===== config.mk =====
export PLATFORM = sky130hd
export DESIGN_NAME = muldiv_unit
export DESIGN_NICKNAME = d
export VERILOG_FILES = /design/src/rtl/muldiv_pkg.sv /design/src/rtl/muldiv_sign_fix.sv /design/src/rtl/muldiv_unit.sv
export SDC_FILE = /design/constraint.sdc
export NUM_CORES = 2
export LEC_CHECK = 0
export CAP_MARGIN = 25
export CELL_PAD_IN_SITES_DETAIL_PLACEMENT = 1
export CELL_PAD_IN_SITES_GLOBAL_PLACEMENT = 2
export CORE_MARGIN = 5
export CORE_UTILIZATION = 39
export CTS_CLUSTER_DIAMETER = 50
export DETAILED_ROUTE_END_ITERATION = 16
export HOLD_SLACK_MARGIN = 0.02
export MAX_ROUTING_LAYER = met4
export PLACE_DENSITY = 0.95
export SYNTH_ARGS = -nofsm -noshare
export SYNTH_HDL_FRONTEND = slang
export SYNTH_HIERARCHICAL = 1
export SYNTH_SLANG_ARGS = --single-unit
export TNS_END_PERCENT = 30

===== constraint.sdc =====
create_clock -name clk -period 11.78 [get_ports clk]
set_input_delay 2.356 -clock clk [delete_from_list [all_inputs] [get_ports clk]]
set_output_delay 2.356 -clock clk [all_outputs]
set_load 0.02 [all_outputs]

===== src/rtl/muldiv_pkg.sv =====
// Shared types and op decoding helpers for the iterative multiply/divide unit.
// Operand width, op encoding and FSM states live here so the top and its helper agree.
package muldiv_pkg;

  localparam int DATA_W = 64;
  localparam int CNT_W  = 7;

  typedef logic [DATA_W-1:0] u64;
  typedef logic [2:0]        u3;

  typedef enum logic [2:0] {
    OP_MUL    = 3'b000,
    OP_MULH   = 3'b001,
    OP_MULHSU = 3'b010,
    OP_MULHU  = 3'b011,
    OP_DIV    = 3'b100,
    OP_DIVU   = 3'b101,
    OP_REM    = 3'b110,
    OP_REMU   = 3'b111
  } muldiv_op_t;

  typedef enum logic [1:0] {
    ST_IDLE = 2'd0,
    ST_BUSY = 2'd1,
    ST_DONE = 2'd2
  } muldiv_state_t;

  function automatic logic isDivOp(input muldiv_op_t o);
    return o[2];
  endfunction

  function automatic logic isRemOp(input muldiv_op_t o);
    return o[2] & o[1];
  endfunction

  function automatic logic signedA(input muldiv_op_t o);
    return o inside {OP_MUL, OP_MULH, OP_MULHSU, OP_DIV, OP_REM};
  endfunction

  function automatic logic signedB(input muldiv_op_t o);
    return o inside {OP_MUL, OP_MULH, OP_DIV, OP_REM};
  endfunction

endpackage


===== src/rtl/muldiv_sign_fix.sv =====
// Conditional two's-complement negate: yields the magnitude of a signed operand
// at accept, and re-applies the result sign at completion.
module muldiv_sign_fix #(
  parameter int DATA_W = 64
) (
  input  logic [DATA_W-1:0] val,
  input  logic              neg,
  output logic [DATA_W-1:0] res
);

  assign res = neg ? ((~val) + DATA_W'(1)) : val;

endmodule


===== src/rtl/muldiv_unit.sv =====
// Iterative 64-bit multiply/divide unit: radix-2 shift-add multiply and restoring
// divide on magnitudes, 64 iterations, with sign fix-up and special-case bypass.
module muldiv_unit
  import muldiv_pkg::*;
(
  input  logic clk,
  input  logic rst_n,
  input  logic req_valid,
  output logic req_ready,
  input  u3    op,
  input  u64   ia,
  input  u64   ib,
  input  logic flush,
  output logic resp_valid,
  input  logic resp_ready,
  output u64   result
);

  localparam u64 MIN_NEG = {1'b1, {(DATA_W-1){1'b0}}};

  muldiv_state_t           state;
  muldiv_op_t              opReg;
  logic [2*DATA_W-1:0]     acc;
  u64                      opnd;
  logic [CNT_W-1:0]        cnt;
  logic                    negQ;
  logic                    negR;

  muldiv_op_t opIn;
  logic       signA, signB;
  u64         magA, magB;
  logic       divZero, divOvf;
  u64         specialRes;

  assign opIn  = muldiv_op_t'(op);
  assign signA = signedA(opIn) & ia[DATA_W-1];
  assign signB = signedB(opIn) & ib[DATA_W-1];

  muldiv_sign_fix #(.DATA_W(DATA_W)) uMagA (.val(ia), .neg(signA), .res(magA));
  muldiv_sign_fix #(.DATA_W(DATA_W)) uMagB (.val(ib), .neg(signB), .res(magB));

  assign divZero = isDivOp(opIn) && (ib == '0);
  assign divOvf  = (opIn == OP_DIV || opIn == OP_REM) && (ia == MIN_NEG) && (ib == '1);

  always_comb begin
    specialRes = '0;
    if (divZero) specialRes = isRemOp(opIn) ? ia : '1;
    else         specialRes = isRemOp(opIn) ? '0 : ia;
  end

  // Multiply keeps {partial product, multiplier}; divide keeps {remainder, quotient}.
  logic [DATA_W:0]     mulSum;
  logic [DATA_W:0]     divTrial;
  logic [2*DATA_W-1:0] accNext;

  assign mulSum   = {1'b0, acc[2*DATA_W-1:DATA_W]} + {1'b0, opnd};
  assign divTrial = acc[2*DATA_W-1:DATA_W-1] - {1'b0, opnd};

  always_comb begin
    accNext = acc;
    if (isDivOp(opReg)) begin
      if (!divTrial[DATA_W]) accNext = {divTrial[DATA_W-1:0], acc[DATA_W-2:0], 1'b1};
      else                   accNext = {acc[2*DATA_W-2:0], 1'b0};
    end else begin
      if (acc[0]) accNext = {mulSum, acc[DATA_W-1:1]};
      else        accNext = {1'b0, acc[2*DATA_W-1:1]};
    end
  end

  logic [2*DATA_W-1:0] fixIn;
  logic [2*DATA_W-1:0] fixOut;
  logic                fixNeg;
  u64                  finalRes;

  always_comb begin
    fixIn = accNext;
    if (isDivOp(opReg)) begin
      if (isRemOp(opReg)) fixIn = {{DATA_W{1'b0}}, accNext[2*DATA_W-1:DATA_W]};
      else                fixIn = {{DATA_W{1'b0}}, accNext[DATA_W-1:0]};
    end
  end

  assign fixNeg = isRemOp(opReg) ? negR : negQ;

  muldiv_sign_fix #(.DATA_W(2*DATA_W)) uFix (.val(fixIn), .neg(fixNeg), .res(fixOut));

  assign finalRes = (opReg == OP_MUL || isDivOp(opReg)) ? fixOut[DATA_W-1:0]
                                                        : fixOut[2*DATA_W-1:DATA_W];

  always_ff @(posedge clk or negedge rst_n) begin
    if (!rst_n) begin
      state  <= ST_IDLE;
      opReg  <= OP_MUL;
      acc    <= '0;
      opnd   <= '0;
      cnt    <= '0;
      negQ   <= 1'b0;
      negR   <= 1'b0;
      result <= '0;
    end else if (flush) begin
      state <= ST_IDLE;
    end else begin
      case (state)
        ST_IDLE: begin
          if (req_valid) begin
            opReg <= opIn;
            negQ  <= signA ^ signB;
            negR  <= signA;
            cnt   <= '0;
            if (divZero || divOvf) begin
              result <= specialRes;
              state  <= ST_DONE;
            end else begin
              acc   <= {{DATA_W{1'b0}}, isDivOp(opIn) ? magA : magB};
              opnd  <= isDivOp(opIn) ? magB : magA;
              state <= ST_BUSY;
            end
          end
        end
        ST_BUSY: begin
          acc <= accNext;
          cnt <= cnt + CNT_W'(1);
          if (cnt == CNT_W'(DATA_W-1)) begin
            result <= finalRes;
            state  <= ST_DONE;
          end
        end
        ST_DONE: begin
          if (resp_ready) state <= ST_IDLE;
        end
        default: state <= ST_IDLE;
      endcase
    end
  end

  assign req_ready  = (state == ST_IDLE);
  assign resp_valid = (state == ST_DONE);

endmodule


==> results.md <==
- Result of the run: finished clean
- Crit path kind: register to register
- Power density over cell area: 300 nW/um2
- RD Place Congestion: 1.06
- DP Worst Slack: about 3.7 ns
- Number of iterations in the first detailed-routing pass: 5
- Setup slack, reg-to-reg: between 3 and 4 ns
- Register-to-Register Path Depth: 21
- CP Launch Type: register
- Master cell of the clock root buffer: sky130_fd_sc_hd__clkbuf_16
- I/O pins: 202
- Worst vdd rail ir drop: 124 uV
- Synthesized netlist cell count: 4280
- Worst hold start: result[42]
- Global route total overflow: 0
- Drt total wl: 156 mm
- Count of maximum capacitance violations: 0
- Nets: 4591
- Post-synth ARST share: 1.00
- Share of layout cells above drive strength 1: 0.0830
- R2R Path End: result[18]
- Flip-flop and latch count after synthesis: 270
- Detailed router's first-iteration violation count: around 3500
- Slew at the pin closest to its max-slew limit: 1.07 ns
- Post-Syn Nets: between 4000 and 5000
- H-tree levels: 2
- Buffer depth of the longest clock path: 3
- Static Leak: between 0.01 and 0.015 uW
- Share of the core filled with cells in the final layout: 0.447
- HPWL reported at the end of detailed placement: between 100 and 150 mm
- Endpoint required time on the critical path: 12.23 ns
- Number of antenna violations at the first check in global routing: 16
- Fin worst setup slack: 3.47 ns
- Total clock buffers created by CTS: 47
- Arrival time at the worst endpoint: 8.76 ns
- Reg2Reg Launch Point: acc[75]
- Synth warnings: 6
- Largest area contributor in the synthesized netlist: sky130_fd_sc_hd__dfrtp_1
- Average wire per standard cell: ~29 um
- Clock skew: approximately 0.036 ns
- Shortest period the worst path allows: 8.31 ns
- Starting density of the core: 0.392
- Post-CTS setup buffer count: 0
- Endpoint class of the critical path: register
- Fraction of synthesized cell area taken by the top area cell type: 0.211
- Most used flip-flop cell after synthesis: sky130_fd_sc_hd__dfrtp_1
- Hold-fix buffers, CTS: 0
- GRT Total Usage: 0.352
- Core region area: 81700 um2
- Final Non-Filler Cells: 5433
- Count of placed standard cells including taps: 5341
- Worst slew margin relative to its limit: 0.287
- Overall via count from detail_route: between 30000 and 40000
- Syn Area/Cell: 7.48 um2
- Largest net degree at the start of global routing: approximately 180
- Type of the worst min-delay path: register to register
- Number of flops mapped to enable cells by yosys: 0
- WHS Endpoint: result[42]
- Summed negative setup slack over all endpoints: 0 ns
- Number of remaining DRC errors: 0
- Proportion of synthesized chip area in sequential cells: 0.211
- Depth of the worst hold-timing path: 2
- Number of port buffers: 201
- Netlist area before placement: 32000 um2
- Std cell rows: between 100 and 150
- Die H: about 300 um
- Final ANT Viol Nets: 0
- Number of failing setup endpoints in the final timing report: 0
- Via count of the first global-routing pass: 34500
- Post-CTS clock slew at the launch and capture registers of the worst setup and hold paths: 0.06 ns
- Setup repair after global routing missed its margin: no
- Largest fanout of any net on the critical path: 50
- Wire length of the first global-routing pass: 229 mm
- Floorplan die area: approximately 88000 um2
- Area Overhead vs Synth: 14.1%
- CTS tree: built
- Per-cell via count in the routed design: 6.44
- Later-pin clock latency in the skew report: just over 0.6 ns
- Top cells by area in the synthesized netlist: sky130_fd_sc_hd__dfrtp_1 (21%), sky130_fd_sc_hd__xnor2_1 (8.5%), sky130_fd_sc_hd__nand2_1 (7.3%)
- Unique masters post-synth: 107
- Design Power: 11000 uW
- Tcrit/Tclk final: 0.705
- Final Max Slew Viols: 0
- Count of instances resized after the clock tree is built: 0
- Sinks on Clock Net: 270
- Maximum operating frequency: 120 MHz
- Hold violation total from the final report: 0
- Width of the die: just under 300 um
how the worst max path moves through the flow:
stage	start	to	slack [ns]
2_1_floorplan	acc[75]	result[63]	6.35
3_3_place_gp	acc[75]	result[0]	3.23
3_5_place_dp	acc[75]	result[59]	3.71
4_1_cts	acc[75]	result[59]	3.70
5_1_grt	acc[75]	result[18]	3.16
6_report	acc[75]	result[18]	3.47
report_power, final:
part,total (uW),internal [uW],switching (uW),leakage (uW)
logic,7780,2660,5120,0.0105
registers,1740,1270,473,0.00346
clock network,1450,868,586,0.000763
cells in the final DEF, fill, tap and decap left out, drive strengths merged, types with 24 or more instances in the layout:
| cell | count |
|---|---|
| nand2 | 622 |
| o21ai | 414 |
| nor2 | 326 |
| xnor2 | 313 |
| a21oi | 279 |
| dfrtp | 270 |
| mux2i | 224 |
| clkdlybuf4s50 | 199 |
| o31ai | 166 |
| ha | 132 |
| inv | 126 |
| nand3 | 121 |
| nand4 | 91 |
| nor2b | 90 |
| nor3 | 79 |
| nor4 | 77 |
| mux2 | 68 |
| buf | 68 |
| a21o | 64 |
| xor2 | 57 |
| clkbuf | 53 |
| o41ai | 52 |
| or4 | 49 |
| a31oi | 42 |
| or3 | 41 |
| o21bai | 33 |
| nand2b | 29 |
| or2 | 24 |
routing by layer:
metal  vias to the layer above  global-route usage  part of all wire
met5                         -                   -                 0
met4                         0               0.120             0.041
met3                       285              0.0644             0.095
met2                      1717               0.502              0.42
met1                     17400               0.500              0.45
li1                      15600                   -                 -
area by class of cell:
cell class              instances  area, um2
well taps                    1070       1340
diodes                          4       10.0
clock inverters                34        417
multi-input cells            3620      23800
fillers                      9993      45200
flip-flops and latches        270       6760
repair buffers                267       2560
inverters                     115        432
clock buffers                  53       1210
synth_stat cells, types with 9 or more instances:
master	number
sky130_fd_sc_hd__o211ai_1	19
sky130_fd_sc_hd__o31ai_1	152
sky130_fd_sc_hd__clkbuf_1	220
sky130_fd_sc_hd__or4_4	14
sky130_fd_sc_hd__o21ai_0	370
sky130_fd_sc_hd__nand3_1	112
sky130_fd_sc_hd__and3_1	12
sky130_fd_sc_hd__nand4_1	86
sky130_fd_sc_hd__o31ai_2	13
sky130_fd_sc_hd__nor4_1	67
sky130_fd_sc_hd__xor2_1	57
sky130_fd_sc_hd__mux2i_1	224
sky130_fd_sc_hd__a31oi_1	40
sky130_fd_sc_hd__or2_2	20
sky130_fd_sc_hd__o21a_1	23
sky130_fd_sc_hd__nand4b_1	9
sky130_fd_sc_hd__or4_1	33
sky130_fd_sc_hd__a21oi_1	276
sky130_fd_sc_hd__mux2_2	65
sky130_fd_sc_hd__dfrtp_1	270
sky130_fd_sc_hd__buf_1	24
sky130_fd_sc_hd__o21ai_1	42
sky130_fd_sc_hd__nand2_1	620
sky130_fd_sc_hd__inv_1	114
sky130_fd_sc_hd__nand2b_1	29
sky130_fd_sc_hd__nor3_1	73
sky130_fd_sc_hd__nor2b_1	90
sky130_fd_sc_hd__or3_1	35
sky130_fd_sc_hd__o21bai_1	32
sky130_fd_sc_hd__xnor2_1	312
sky130_fd_sc_hd__o41ai_2	11
sky130_fd_sc_hd__nor2_1	322
sky130_fd_sc_hd__o41ai_1	39
sky130_fd_sc_hd__a21o_1	63
sky130_fd_sc_hd__buf_2	18
sky130_fd_sc_hd__ha_1	132
sky130_fd_sc_hd__a211oi_1	23
sky130_fd_sc_hd__a22o_1	21
sky130_fd_sc_hd__and2_1	15
state kept, by name, summed over array words and instances, names as in the netlist:
name / flops
opReg: 3
opnd: 64
acc: 128
result: 64
cnt: 7
negQ: 1
state: 2
negR: 1
logic make-up after synthesis:
logic type	synth area share
adder cells (fa/ha/maj)	0.0528
XOR/XNOR	0.102
AND/OR/NAND/NOR	0.250
multiplexers	0.0939
flip-flops	0.211
buffers and inverters	0.0485
AO/OA/AOI/OAI	0.242
per-stage QoR:
stage          area (um2)  hold WS (ns)
6_report            36600         0.485
5_1_grt             36500         0.517
4_1_cts             36500         0.490
3_5_place_dp        34900         0.476
3_3_place_gp        34800         0.464
2_1_floorplan       32000         0.462
worst max-delay path, cell delays in order (launching register included):
cell and delay, ns:
sky130_fd_sc_hd__dfrtp_1 0.47, sky130_fd_sc_hd__ha_1 0.46, sky130_fd_sc_hd__nand2_1 0.11, sky130_fd_sc_hd__or4_1 0.51, sky130_fd_sc_hd__a311o_1 0.28, sky130_fd_sc_hd__and3_4 0.21, sky130_fd_sc_hd__nor4_4 0.31, sky130_fd_sc_hd__nor4_4 0.12
sky130_fd_sc_hd__xnor2_4 0.64, sky130_fd_sc_hd__buf_4 0.78, sky130_fd_sc_hd__mux2i_1 0.42, sky130_fd_sc_hd__a31oi_1 0.22, sky130_fd_sc_hd__nor4_1 0.90, sky130_fd_sc_hd__nand4_1 0.52, sky130_fd_sc_hd__nor4_1 0.63, sky130_fd_sc_hd__nand4_1 0.46
sky130_fd_sc_hd__o31ai_1 0.38, sky130_fd_sc_hd__xnor2_1 0.10, sky130_fd_sc_hd__nand2_1 0.08, sky130_fd_sc_hd__nand3_1 0.15, sky130_fd_sc_hd__o31ai_1 0.23, sky130_fd_sc_hd__o21ai_0 0.14
(Power assumes the default switching activity.)
